### src/rtl/day10_pkg.sv
// Shared types, widths and helper functions for the day10 press solver.
package day10_pkg;

    // Bits needed to hold the value n, never less than one bit.
    function automatic int count_width(input int n);
        int w;
        w = 1;
        while ((1 << w) < (n + 1)) begin
            w++;
        end
        return w;
    endfunction

    localparam int MAX_NUM_LIGHTS    = 16;
    localparam int MAX_NUM_BUTTONS   = 13;
    localparam int MAX_NUM_BUTTONS_W = count_width(MAX_NUM_BUTTONS);
    localparam int MAX_NUM_PRESSES_W = MAX_NUM_BUTTONS_W;
    // One extra bit so the exclusive upper bound 2^MAX_NUM_BUTTONS never wraps.
    localparam int GIDX_W            = MAX_NUM_BUTTONS + 1;

    typedef enum logic [1:0] {
        IDLE   = 2'd0,
        LOAD   = 2'd1,
        SEARCH = 2'd2,
        DONE   = 2'd3
    } state_t;

    // Index of the lowest set bit of the Gray step counter: the button that
    // flips when moving from Gray code (gidx-1) to Gray code (gidx).
    function automatic logic [MAX_NUM_BUTTONS_W-1:0] gray_ctz(input logic [GIDX_W-1:0] gidx);
        logic [MAX_NUM_BUTTONS_W-1:0] idx;
        idx = '0;
        for (int i = GIDX_W - 1; i >= 0; i--) begin
            if (gidx[i]) begin
                idx = MAX_NUM_BUTTONS_W'(i);
            end else begin
                idx = idx;
            end
        end
        return idx;
    endfunction

endpackage

### src/rtl/day10_output_if.sv
// Result bundle carried from the press solver to its consumer.
interface day10_output_if;
    import day10_pkg::*;

    logic [MAX_NUM_PRESSES_W-1:0] min_button_presses;
    logic [MAX_NUM_BUTTONS-1:0]   buttons_to_press;

    modport producer (output min_button_presses, output buttons_to_press);
    modport consumer (input  min_button_presses, input  buttons_to_press);
endinterface

### src/rtl/day10_gray_step.sv
// Selects which button toggles at a Gray step and the lights it flips.
module day10_gray_step
    import day10_pkg::*;
(
    input  logic [GIDX_W-1:0]            gidx,
    input  logic [MAX_NUM_LIGHTS-1:0]    masks [MAX_NUM_BUTTONS],
    output logic [MAX_NUM_BUTTONS_W-1:0] toggle_idx,
    output logic [MAX_NUM_LIGHTS-1:0]    toggle_mask
);

    // Priority-encode the toggling button and mux out its light mask.
    always_comb begin
        toggle_idx  = gray_ctz(gidx);
        toggle_mask = '0;
        for (int i = 0; i < MAX_NUM_BUTTONS; i++) begin
            toggle_mask = (toggle_idx == MAX_NUM_BUTTONS_W'(i)) ? masks[i] : toggle_mask;
        end
    end

endmodule

### src/rtl/day10_press_solver.sv
// Minimum-press solver: loads a target and button masks, walks every button
// subset in Gray order (one subset per cycle) and publishes the cheapest hit.
module day10_press_solver
    import day10_pkg::*;
(
    input  logic                         clk,
    input  logic                         rst_n,
    input  logic                         cfg_valid,
    output logic                         cfg_ready,
    input  logic [MAX_NUM_LIGHTS-1:0]    cfg_target,
    input  logic [MAX_NUM_BUTTONS_W-1:0] cfg_num_buttons,
    input  logic                         btn_valid,
    output logic                         btn_ready,
    input  logic [MAX_NUM_LIGHTS-1:0]    btn_mask,
    output logic                         out_valid,
    input  logic                         out_ready,
    output logic                         out_no_solution,
    day10_output_if.producer             out
);

    localparam int L = MAX_NUM_LIGHTS;
    localparam int B = MAX_NUM_BUTTONS;
    localparam int W = MAX_NUM_BUTTONS_W;
    localparam int P = MAX_NUM_PRESSES_W;

    state_t           state_r, next_state_s;
    logic [L-1:0]     target_r, acc_r;
    logic [L-1:0]     mask_r [B];
    logic [W-1:0]     num_r, load_count_r;
    logic [B-1:0]     set_r, best_set_r;
    logic [P-1:0]     pop_r, best_r;
    logic [GIDX_W-1:0] gidx_r;
    logic             found_r;

    logic             cfg_ready_r, btn_ready_r, out_valid_r, no_sol_r;
    logic [P-1:0]     presses_r;
    logic [B-1:0]     bset_r;

    logic             cfg_ready_nx_s, btn_ready_nx_s, out_valid_nx_s, no_sol_nx_s;
    logic [P-1:0]     presses_nx_s;
    logic [B-1:0]     bset_nx_s;

    logic             cfg_fire_s, btn_fire_s, out_fire_s;
    logic [W-1:0]     n_sat_s;
    logic             load_last_s, search_last_s;
    logic [GIDX_W-1:0] step_gidx_s, gidx_last_s;
    logic [W-1:0]     toggle_idx_s;
    logic [L-1:0]     toggle_mask_s, new_acc_s;
    logic [B-1:0]     onehot_s, new_set_s, new_best_set_s;
    logic             new_bit_s, hit_s, new_found_s;
    logic [P-1:0]     new_pop_s, new_best_s;

    assign cfg_fire_s    = cfg_valid && cfg_ready_r;
    assign btn_fire_s    = btn_valid && btn_ready_r;
    assign out_fire_s    = out_valid_r && out_ready;
    assign n_sat_s       = (cfg_num_buttons > W'(B)) ? W'(B) : cfg_num_buttons;
    assign load_last_s   = (load_count_r == (num_r - W'(1)));
    assign step_gidx_s   = gidx_r + GIDX_W'(1);
    assign gidx_last_s   = (GIDX_W'(1) << num_r) - GIDX_W'(1);
    assign search_last_s = (step_gidx_s == gidx_last_s);

    day10_gray_step u_gray_step (
        .gidx        (step_gidx_s),
        .masks       (mask_r),
        .toggle_idx  (toggle_idx_s),
        .toggle_mask (toggle_mask_s)
    );

    assign onehot_s       = B'(1) << toggle_idx_s;
    assign new_set_s      = set_r ^ onehot_s;
    assign new_bit_s      = |(new_set_s & onehot_s);
    assign new_acc_s      = acc_r ^ toggle_mask_s;
    assign new_pop_s      = new_bit_s ? (pop_r + P'(1)) : (pop_r - P'(1));
    // Strict less-than keeps the earliest Gray-order set on ties.
    assign hit_s          = (new_acc_s == target_r) && (new_pop_s < best_r);
    assign new_best_s     = hit_s ? new_pop_s : best_r;
    assign new_best_set_s = hit_s ? new_set_s : best_set_r;
    assign new_found_s    = found_r || hit_s;

    // State register.
    always_ff @(posedge clk) begin
        if (!rst_n) begin
            state_r <= IDLE;
        end else begin
            state_r <= next_state_s;
        end
    end

    // Next-state decision for the solver phases.
    always_comb begin
        next_state_s = state_r;
        case (state_r)
            IDLE: begin
                if (cfg_fire_s) begin
                    next_state_s = ((cfg_target == '0) || (n_sat_s == '0)) ? DONE : LOAD;
                end else begin
                    next_state_s = IDLE;
                end
            end
            LOAD:    next_state_s = (btn_fire_s && load_last_s) ? SEARCH : LOAD;
            SEARCH:  next_state_s = search_last_s ? DONE : SEARCH;
            DONE:    next_state_s = out_fire_s ? IDLE : DONE;
            default: next_state_s = IDLE;
        endcase
    end

    // Next values of the registered handshake and result outputs.
    always_comb begin
        cfg_ready_nx_s = (next_state_s == IDLE);
        btn_ready_nx_s = (next_state_s == LOAD);
        out_valid_nx_s = (next_state_s == DONE);
        no_sol_nx_s    = 1'b0;
        presses_nx_s   = '0;
        bset_nx_s      = '0;
        case (state_r)
            IDLE: no_sol_nx_s = cfg_fire_s && (cfg_target != '0) && (n_sat_s == '0);
            LOAD: no_sol_nx_s = 1'b0;
            SEARCH: begin
                no_sol_nx_s  = search_last_s && !new_found_s;
                presses_nx_s = (search_last_s && new_found_s) ? new_best_s : '0;
                bset_nx_s    = (search_last_s && new_found_s) ? new_best_set_s : '0;
            end
            DONE: begin
                no_sol_nx_s  = out_fire_s ? 1'b0 : no_sol_r;
                presses_nx_s = out_fire_s ? '0 : presses_r;
                bset_nx_s    = out_fire_s ? '0 : bset_r;
            end
            default: no_sol_nx_s = 1'b0;
        endcase
    end

    // Output registers.
    always_ff @(posedge clk) begin
        if (!rst_n) begin
            cfg_ready_r <= 1'b1;
            btn_ready_r <= 1'b0;
            out_valid_r <= 1'b0;
            no_sol_r    <= 1'b0;
            presses_r   <= '0;
            bset_r      <= '0;
        end else begin
            cfg_ready_r <= cfg_ready_nx_s;
            btn_ready_r <= btn_ready_nx_s;
            out_valid_r <= out_valid_nx_s;
            no_sol_r    <= no_sol_nx_s;
            presses_r   <= presses_nx_s;
            bset_r      <= bset_nx_s;
        end
    end

    // Machine header latch, mask loading and one Gray search step per cycle.
    always_ff @(posedge clk) begin
        if (!rst_n) begin
            target_r     <= '0;
            num_r        <= '0;
            load_count_r <= '0;
            acc_r        <= '0;
            set_r        <= '0;
            pop_r        <= '0;
            gidx_r       <= '0;
            best_r       <= '0;
            best_set_r   <= '0;
            found_r      <= 1'b0;
            for (int i = 0; i < B; i++) begin
                mask_r[i] <= '0;
            end
        end else begin
            case (state_r)
                IDLE: begin
                    if (cfg_fire_s) begin
                        target_r     <= cfg_target;
                        num_r        <= n_sat_s;
                        load_count_r <= '0;
                        acc_r        <= '0;
                        set_r        <= '0;
                        pop_r        <= '0;
                        gidx_r       <= '0;
                        best_r       <= '0;
                        best_set_r   <= '0;
                        found_r      <= 1'b0;
                        for (int i = 0; i < B; i++) begin
                            mask_r[i] <= '0;
                        end
                    end
                end
                LOAD: begin
                    if (btn_fire_s) begin
                        for (int i = 0; i < B; i++) begin
                            if (load_count_r == W'(i)) begin
                                mask_r[i] <= btn_mask;
                            end
                        end
                        load_count_r <= load_count_r + W'(1);
                        best_r       <= '1;
                        found_r      <= 1'b0;
                    end
                end
                SEARCH: begin
                    gidx_r     <= step_gidx_s;
                    acc_r      <= new_acc_s;
                    set_r      <= new_set_s;
                    pop_r      <= new_pop_s;
                    best_r     <= new_best_s;
                    best_set_r <= new_best_set_s;
                    found_r    <= new_found_s;
                end
                DONE:    found_r <= found_r;
                default: found_r <= 1'b0;
            endcase
        end
    end

    assign cfg_ready              = cfg_ready_r;
    assign btn_ready              = btn_ready_r;
    assign out_valid              = out_valid_r;
    assign out_no_solution        = no_sol_r;
    assign out.min_button_presses = presses_r;
    assign out.buttons_to_press   = bset_r;

endmodule
### src/flat_wrapper.sv
// flat-port wrapper written by rule: the top's interface ports become plain ports
module day10_press_solver_flat import day10_pkg::*;
  (clk, rst_n, cfg_valid, cfg_ready, cfg_target, cfg_num_buttons, btn_valid, btn_ready, btn_mask, out_valid, out_ready, out_no_solution, out_min_button_presses, out_buttons_to_press);
  day10_output_if out_i ();
  input  logic clk;
  input  logic rst_n;
  input  logic cfg_valid;
  output logic cfg_ready;
  input  logic [MAX_NUM_LIGHTS-1:0] cfg_target;
  input  logic [MAX_NUM_BUTTONS_W-1:0] cfg_num_buttons;
  input  logic btn_valid;
  output logic btn_ready;
  input  logic [MAX_NUM_LIGHTS-1:0] btn_mask;
  output logic out_valid;
  input  logic out_ready;
  output logic out_no_solution;
  output wire logic [$bits(out_i.min_button_presses)-1:0] out_min_button_presses;
  output wire logic [$bits(out_i.buttons_to_press)-1:0] out_buttons_to_press;
  assign out_min_button_presses = out_i.min_button_presses;
  assign out_buttons_to_press = out_i.buttons_to_press;
  day10_press_solver u_core (.clk(clk), .rst_n(rst_n), .cfg_valid(cfg_valid), .cfg_ready(cfg_ready), .cfg_target(cfg_target), .cfg_num_buttons(cfg_num_buttons), .btn_valid(btn_valid), .btn_ready(btn_ready), .btn_mask(btn_mask), .out_valid(out_valid), .out_ready(out_ready), .out_no_solution(out_no_solution), .out(out_i));
endmodule
### config.mk
export PLATFORM = sky130hd
export DESIGN_NAME = day10_press_solver_flat
export DESIGN_NICKNAME = d
export VERILOG_FILES = /design/src/rtl/day10_pkg.sv /design/src/rtl/day10_output_if.sv /design/src/rtl/day10_gray_step.sv /design/src/rtl/day10_press_solver.sv /design/src/flat_wrapper.sv
export SDC_FILE = /design/constraint.sdc
export NUM_CORES = 1
export LEC_CHECK = 0
export CORE_AREA = 3 3 168 170
export DETAILED_ROUTE_END_ITERATION = 10
export DIE_AREA = 0 0 171 173
export GPL_TIMING_DRIVEN = 1
export MAX_ROUTING_LAYER = met4
export PLACE_DENSITY_LB_ADDON = 0.05
export SLEW_MARGIN = 20
export SYNTH_ARGS = -nofsm -noshare
export SYNTH_HDL_FRONTEND = slang
export SYNTH_HIERARCHICAL = 1
export SYNTH_SLANG_ARGS = --single-unit
### constraint.sdc
create_clock -name clk -period 8.8 [get_ports clk]
set_input_delay 1.76 -clock clk [delete_from_list [all_inputs] [get_ports clk]]
set_output_delay 1.76 -clock clk [all_outputs]
set_load 0.03 [all_outputs]
---- After elaboration in Yosys (flattened, before gate mapping) ----
Index checks and enable logic that the tools add are counted.
word-level totals
  logic and storage cells ................. 210
  output and inout port bits .............. 21
  register bits after elaboration ......... 320
  input port bits ......................... 41
cells by class
  magnitude comparators ................... 2
  reductions and logical operators ........ 41
  shifts and indexed selects .............. 2
  bitwise operators ....................... 4
  $add $sub $neg .......................... 6
  muxes and demuxes ....................... 77
  eq/ne operators ......................... 48
operator list
  cell                   count
  $mux 16                27
  $mux 208               2
  $pmux 208 s2           1
  $mux 4                 22
  $pmux 13 s2            3
  $mux 13                4
  $reduce_and 4->1       13
  $eq 4x4->1 const B     10
  $eq 4x3->1 const B     8
  $ne 2x1->1 const B     16
  $pmux 16 s2            1
  $pmux 14 s2            1
  $pmux 4 s2             3
  $eq 16x16->1           1
  $eq 4x2->1 const B     4
  $logic_not 16->1       1
  $reduce_bool 16->1     1
  $xor 16x16->16         1
  $add 14x1->14 const B  1
  $eq 14x14->1           1
  $mux 14                1
  $shl 1x4->14 const A   1
  $sub 14x2->14 const B  1
  $and 13x13->13         1
  27 further kinds       55

---- Longest topological paths before layout ----
  depth after elaboration ................. 36
  gate-level depth with buffers ........... 29
  depth with buffers taken out ............ 25

---- Hierarchy ----
The synthesis kept the hierarchy.
by module, submodules not included
  module              area each (µm²)  times used  sequential area each (µm²)  cells each
  day10_press_solver  14579.0          1           6406.1                      1761
  day10_gray_step     2060.7           1           0.0                         331

---- Least setup slack after synthesis ----
Ideal clock, no wire load.
  path type ............................... register to register
  start ................................... register u_core.gidx_r[0]
  end ..................................... register u_core.best_set_r[10]
  setup slack ............................. 2.184 ns
  setup time .............................. 0.128 ns
  cell stages (with the launch flop) ...... 27
  clock period less this slack ............ 6.616 ns
  arrival time ............................ 6.488 ns
  path through ............................ dfxtp_1 > ha_1 > nand3_1 > nor4_1 > xnor2_1 > inv_1 > nand2b_1 > a2111o_1 > a311oi_4 > nand2b_1 > nor3_1 > ha_1 > or4_1 > nor4_1 > ha_1 > a21o_1 > a21oi_1 > xor2_1 > xnor2_1 > ha_1 > o21ai_0 > and4_1 > clkbuf_1 > clkbuf_1 > nand2_1 > o211ai_1 > o21ai_0
on the way
  elaborated cells on any way between the ends .. 52
RTL lines
  what                        line                       text
  start, declared             day10_press_solver.sv:32   logic [GIDX_W-1:0] gidx_r;
  start signal, assigned      day10_press_solver.sv:199  gidx_r <= step_gidx_s;
  $add 14x1->14 (*)           day10_press_solver.sv:58   assign step_gidx_s = gidx_r + GIDX_W'(1);
  net u_core.step_gidx_s[12]  day10_press_solver.sv:46   logic [GIDX_W-1:0] step_gidx_s, gidx_last_s;
  $mux 4 (*) (13 in series)   day10_pkg.sv:34            if (gidx[i]) begin
  net u_core.toggle_idx_s[0]  day10_press_solver.sv:47   logic [W-1:0] toggle_idx_s;
  $logic_not 4->1             day10_gray_step.sv:16      toggle_mask = (toggle_idx == MAX_NUM_BUTTONS_W'(i)) ? masks[i] : toggle_mask;
  $mux 16 (13 in series)      day10_gray_step.sv:16
  $xor 16x16->16              day10_press_solver.sv:72   assign new_acc_s = acc_r ^ toggle_mask_s;
  $eq 16x16->1                day10_press_solver.sv:75   assign hit_s = (new_acc_s == target_r) && (new_pop_s < best_r);
  $logic_and 1x1->1           day10_press_solver.sv:75
  $mux 13 (*)                 day10_press_solver.sv:77   assign new_best_set_s = hit_s ? new_set_s : best_set_r;
  $pmux 13 s2 (*)             day10_press_solver.sv:168  case (state_r)
  end signal, assigned        day10_press_solver.sv:204  best_set_r <= new_best_set_s;
  end, declared               day10_press_solver.sv:30   logic [B-1:0] set_r, best_set_r;
Mark *: on every way through the listed nets, which the timed path passes. The rest lies on a longest branch.
A chain may end at the register's enable or synchronous reset.

---- Worst setup path after layout ----
  start ................................... register u_core.gidx_r[0]
  end ..................................... register u_core.best_set_r[7]
The elaborated chain is that of the path after synthesis.

==> results.cfg <==
[status]
outcome = complete, no violations

[power_and_ir_drop]
ir_drop_uv = 170.7
power_density_nw_per_um2 = 179.7
leakage_uw = 0.006472

[logic_synthesis]
yosys_warnings = 6
yosysUniqueCellTypes = 89
syn_nets = 2167
ys_seq_area_share_pct = 38.50
synthXorXnorAreaFrac_pct = 3.835
ys.flop_type = dfxtp_1
netlist_area_um2 = 16640
synthAdderAreaFrac_pct = 2.602
syn_avg_cell_area_um2 = 7.954
yosys-mux-area-fraction_pct = 0.1880
synth_top_family_by_area = simple AND/OR/NAND/NOR gates
synth-simple-area-share_pct = 27.90
synth_cells = 2092
synth-edff-count = 0
async_flop_share_pct = 0
synth-compound-area-share_pct = 21.66
synth-seq-cells = 320

[cells_and_area]
final_cells = 2398
syn_to_final_growth_pct = 10.48
final_util_pct = 68.40
final_nets = 2109
fillers = 2309
layout_common_cells = dfxtp_1 (320), o21ai_0 (302), nand3_1 (253), and2_1 (246), nand2_1 (199)
layout-drive-gt1-share_pct = 6.563
final_common_cell = dfxtp_1
diodes = 0

[floorplanning]
initial_core_util_pct = 61.91
core-area_um2 = 26880
fp.dieH_um = 173
ios = 62
die-area_um2 = 29580
row_count = 60
die_w_um = 171

[job]
drv_cap = 0

[worst_setup_path]
r2r_slack_ps = 1240
end_kind = flip-flop
r2r_cells = 25
cp_data_arrival_time_ps = 7930
cp_max_fo = 26
crit_type = reg -> reg
startpoint_type = flip-flop
crit_required_ps = 9170

[timing]
rsz0062_at_grt = false
period_share_pct = 85.87
setup_viol = 0
finalHoldViolCount = 0
relSlewSlack_pct = 24.81
clock_skew_ps = 17.89
setup_tns_ps = 0
fin_ws_ps = 1244
fmax_mhz = 132.3
worst_pin_slew_ps = 1124
final_max_slew_viol_count = 0
fin_crit_ps = 7556

[clock_network]
postCtsHoldBufs = 0
clock-sinks = 320
cts_resized = 0
cts_tree = built
cts_buffers = 36
clockBufferDepth = 3
post_cts_buffers = 0
ctsHtreeMaxLevel = 2
clockRootBuffer = clkbuf_16
path_clk_slew_ps = 60
clkLatencyLatePin_ps = 520

[drt]
drc = 0
viasPerCell = 6.225
antenna_left = 0
drt_iter0_drc = 1379
dr_total_vias = 14927
drtPass1Iterations = 5
drt-wirelength-per-cell_um = 19.19
wl_um = 46010

[min_path]
min_path_cells = 2
hold_path_class = reg -> reg

[placed_design]
pre_cts_ws_ps = 1335
portBuffers = 61
gp_congestion = 0.8507
dp_hpwl_um = 30240
placed_cells = 2337

[global_routing]
antenna_found_initial = 0
gr-total-overflow = 0
grt_pass1_wl_um = 73610
grtUsageTotal_pct = 31.15
grt_max_degree = 164
grt_pass1_vias = 13960
-- layer usage --
layer  GRT usage, %  part of all wire, %  up-vias
li1               -                    -     7255
met1          40.52                   43     7032
met2          49.41                   47      519
met3          3.361                  6.0      121
met4          13.21                  4.4        0
met5              -                    0        -
-- logic make-up after synthesis --
family | Yosys count
and+or+nand+nor | 881
AOI/OAI and AO/OA | 580
DFF | 320
buffers and inverters | 220
xor gates and xnor gates | 54
adders and majority gates | 34
muxes | 3
-- area by class of cell --
type | count | area (um^2) | share of cell area (%)
Multi-Input combinational cell | 1552 | 9408 | 51.17
Clock inverter | 8 | 130.1 | 0.7078
Tap cell | 341 | 426.7 | 2.321
Inverter | 40 | 150.1 | 0.8167
Clock buffer | 53 | 1055 | 5.737
Sequential cell | 320 | 6406 | 34.85
Timing Repair Buffer | 84 | 808.3 | 4.397
-- power by group --
part / internal [uW] / leakage, uW / switching (uW)
Sequential: 1460 / 0.00258 / 14.9
Combinational: 102 / 0.00331 / 220
Clock: 917 / 0.000583 / 589
Total: 2480 / 0.00647 / 823
-- cells in the mapped netlist (4+ instances only) --
library cell,number,area [um^2]
buf_2,14,70.07
a22oi_1,21,157.7
inv_1,39,146.4
nand4_1,10,62.56
o21ai_0,302,1511
dfxtp_1,320,6406
a31oi_1,19,118.9
and2_1,246,1539
nand2_1,199,747.0
a21boi_0,23,172.7
nor2b_1,21,131.4
ha_1,33,412.9
o22ai_1,33,206.5
xor2_1,15,131.4
nand2b_1,10,62.56
a32oi_1,4,35.03
o21a_1,6,45.04
a21oi_1,47,235.2
o21ai_2,11,96.34
xnor2_1,27,236.5
a211o_1,9,78.83
a222oi_1,5,50.05
o21ai_1,7,35.03
xnor3_1,12,270.3
nor4_1,16,100.1
buf_6,4,45.04
buf_1,21,78.83
a221oi_1,11,96.34
a211oi_1,12,90.09
or2_2,6,37.54
o211ai_1,27,202.7
clkbuf_1,138,518.0
nand3_1,262,1311
and3_1,6,37.54
nor2_1,51,191.4
nor3_1,24,120.1
-- sequential cells by signal, indices dropped and copies added (netlist names), 2 cells and up --
signal	count
u_core/pop_r	4
u_core/best_r	4
u_core/best_set_r	13
u_core/out.min_button_presses	4
u_core/out.buttons_to_press	13
u_core/acc_r	16
u_core/set_r	13
u_core/gidx_r	14
u_core/state_r	2
u_core/mask_r	208
u_core/target_r	16
u_core/num_r	4
u_core/load_count_r	4
-- metrics by stage --
stage	hold slack (ps)	area (um^2)	power [uW]
6_report	450.4	18380	3304
3_3_place_gp	437.9	17120	1819
3_5_place_dp	440.3	17150	1823
4_1_cts	454.0	18340	3319
2_1_floorplan	444.0	16640	1726
5_1_grt	475.1	18380	3419
-- critical path, cell delays in order (launching register included) --
cell and delay (ps):
dfxtp_1 490, ha_1 290, nand3_1 200, nor4_1 360
xnor2_1 230, inv_1 100, nand2b_1 180, a2111o_1 460
a311oi_4 670, nand2b_1 240, nor3_1 60, ha_1 210
or4_1 490, nor4_1 710, ha_1 370, a21o_1 170
a21oi_1 160, xor2_1 210, xnor2_1 130, ha_1 240
nor3_1 170, and4_1 540, buf_4 370, nand2_1 90
o211ai_1 150, o21ai_0 130
-- path summary, 6_finish.rpt --
check	startpoint	end
setup / recovery	u_core/gidx_r[0]	u_core/best_set_r[7]
hold / removal	u_core/out.buttons_to_press[10]	u_core/out.buttons_to_press[10]
setup reg to reg	u_core/gidx_r[0]	u_core/best_set_r[7]
hold reg to reg	u_core/out.buttons_to_press[10]	u_core/out.buttons_to_press[10]
No activity file was read; power rests on OpenSTA's default activity.
==> RTL edit, RTL diff (config.mk and constraints unchanged) <==
Make the reset (`rst_n`) asynchronous in 3 clocked blocks.
--- a/src/rtl/day10_press_solver.sv
+++ b/src/rtl/day10_press_solver.sv
@@ -78,7 +78,7 @@
     assign new_found_s    = found_r || hit_s;
 
     // State register.
-    always_ff @(posedge clk) begin
+    always_ff @(posedge clk or negedge rst_n) begin
         if (!rst_n) begin
             state_r <= IDLE;
         end else begin
@@ -130,7 +130,7 @@
     end
 
     // Output registers.
-    always_ff @(posedge clk) begin
+    always_ff @(posedge clk or negedge rst_n) begin
         if (!rst_n) begin
             cfg_ready_r <= 1'b1;
             btn_ready_r <= 1'b0;
@@ -149,7 +149,7 @@
     end
 
     // Machine header latch, mask loading and one Gray search step per cycle.
-    always_ff @(posedge clk) begin
+    always_ff @(posedge clk or negedge rst_n) begin
         if (!rst_n) begin
             target_r     <= '0;
             num_r        <= '0;
Function: differs if rst_n is asserted again (counterexample within 4 cycles, from zero or initial values and one cycle with rst_n low); with rst_n held inactive, the same outputs for 4 cycles.
==> RTL edit against the unedited design <==
- synthesized area down 1.1%
- global-route usage fell by 0.84 points
- routed wire length down 4.8%
- final area down 1.0%
- sequential cell count did not move
- worst hold slack improved by 25 ps
- setup slack got worse by 89 ps
Power is not compared: it rests on default switching activity, and its combinational part moved more than twofold at a synthesized area within 25%.
==> RTL edit: results (changes against the unedited design) <==
Run status
  – Status: completed

STA
  – Clock skew: 10.1 ps (-7.79 ps)
  – Max-slew headroom: 28.1% (+3.2 points)
  – Final setup margin: 1160 ps (-88.7 ps)
  – Hold WS: 475 ps (+25.1 ps)

Placement
  – GP Congestion: 0.881 (+3.6%)
  – Post-DP HPWL: 29.3 mm (-3.1%)

Routing
  – Post-DR wirelength/cell: 20.7 um (+7.7%)
  – Vias: 13500 (-9.8%)
  – DRT Pass-1 Iters: 6 (+1)

Global routing
  – Largest net degree at the start of global routing: 171 (+4.3%)
  – GRT Total Usage: 30.3% (-0.84 points)
  – First-pass GRT wire length: 70.1 mm (-4.7%)

Yosys
  – Async set-reset flop share out of synthesis: 100% (+100 points)
  – Compound-Gate Fraction of Synth Area: 20.5% (-1.2 points)
  – Synth Net Count: 1848 (-15%)
  – Post-Synth XOR/XNOR Area: 3.95% (+0.12 points)
  – Synth area leader: dfrtp_1
  – Mux contribution to synthesized area: 1.48% (+1.3 points)

Clock network
  – Num CTS Buffers: 35 (-2.8%)

Min path
  – HP Start: u_core/best_set_r[3]

Final layout
  – Fraction of layout cells with a size suffix above 1: 8.38% (+1.8 points)
  – Fin cells: 2118 (-12%)

Worst setup path
  – RR Startpoint: u_core/gidx_r[2]
  – Critical Path AT: 8070 ps (+140 ps)
  – Critical Path Fanout Max: 37 (+42%)
-- RTL edit: changes by cell type in the layout (fill, tap and decap cells not counted), moves of 11 or more --
cell / unedited run / this run
nor2b_1: 21 / 7
and2_0: 0 / 13
nand2_1: 199 / 187
a21boi_0: 23 / 1
dfxtp_1: 320 / 0
nor2_1: 50 / 75
dfrtp_1: 0 / 319
a22oi_1: 21 / 10
and2_1: 246 / 3
mux2_2: 1 / 19
o21ai_0: 302 / 331
nand3_1: 253 / 202
-- RTL edit: power by group through the flow --
stage	clock [mW]	combinational, mW	sequential [mW]
2_1_floorplan	0	1.16	1.95
3_3_place_gp	0	1.47	2.01
3_5_place_dp	0	1.50	2.02
4_1_cts	1.42	1.51	2.00
5_1_grt	1.48	1.70	2.04
6_report	1.39	1.53	2.00
-- RTL edit: logic make-up (layout without fill, tap and decap cells) --
group | count (synthesis) | count (layout)
adder cells (fa/ha/maj) | 34 | 34
AND/OR/NAND/NOR | 592 | 592
buffers and inverters | 185 | 189
flip-flops | 320 | 320
AO/OA/AOI/OAI | 564 | 564
multiplexers | 22 | 22
XOR/XNOR | 56 | 56
-- RTL edit: metrics by stage --
stage	power [mW]	cell area [um^2]
after floorplan	3.11	16500
after global placement	3.48	17100
after detailed placement	3.53	17100
after CTS	4.93	18200
after global routing	5.22	18200
final	4.92	18200
-- RTL edit: layout make-up --
type,instances,area [um^2]
fill,2147,8680
timing repair buffer,86,816
clock inverter,4,35.0
multi-input combinational,1268,7710
tap,341,427
sequential,320,8010
inverter,45,169
clock buffer,54,1040
-- RTL edit: per-layer routing --
metal,up-vias,share of wire [%]
li1,6306,-
met1,6564,42
met2,475,48
met3,113,5.9
met4,0,3.8
met5,-,0
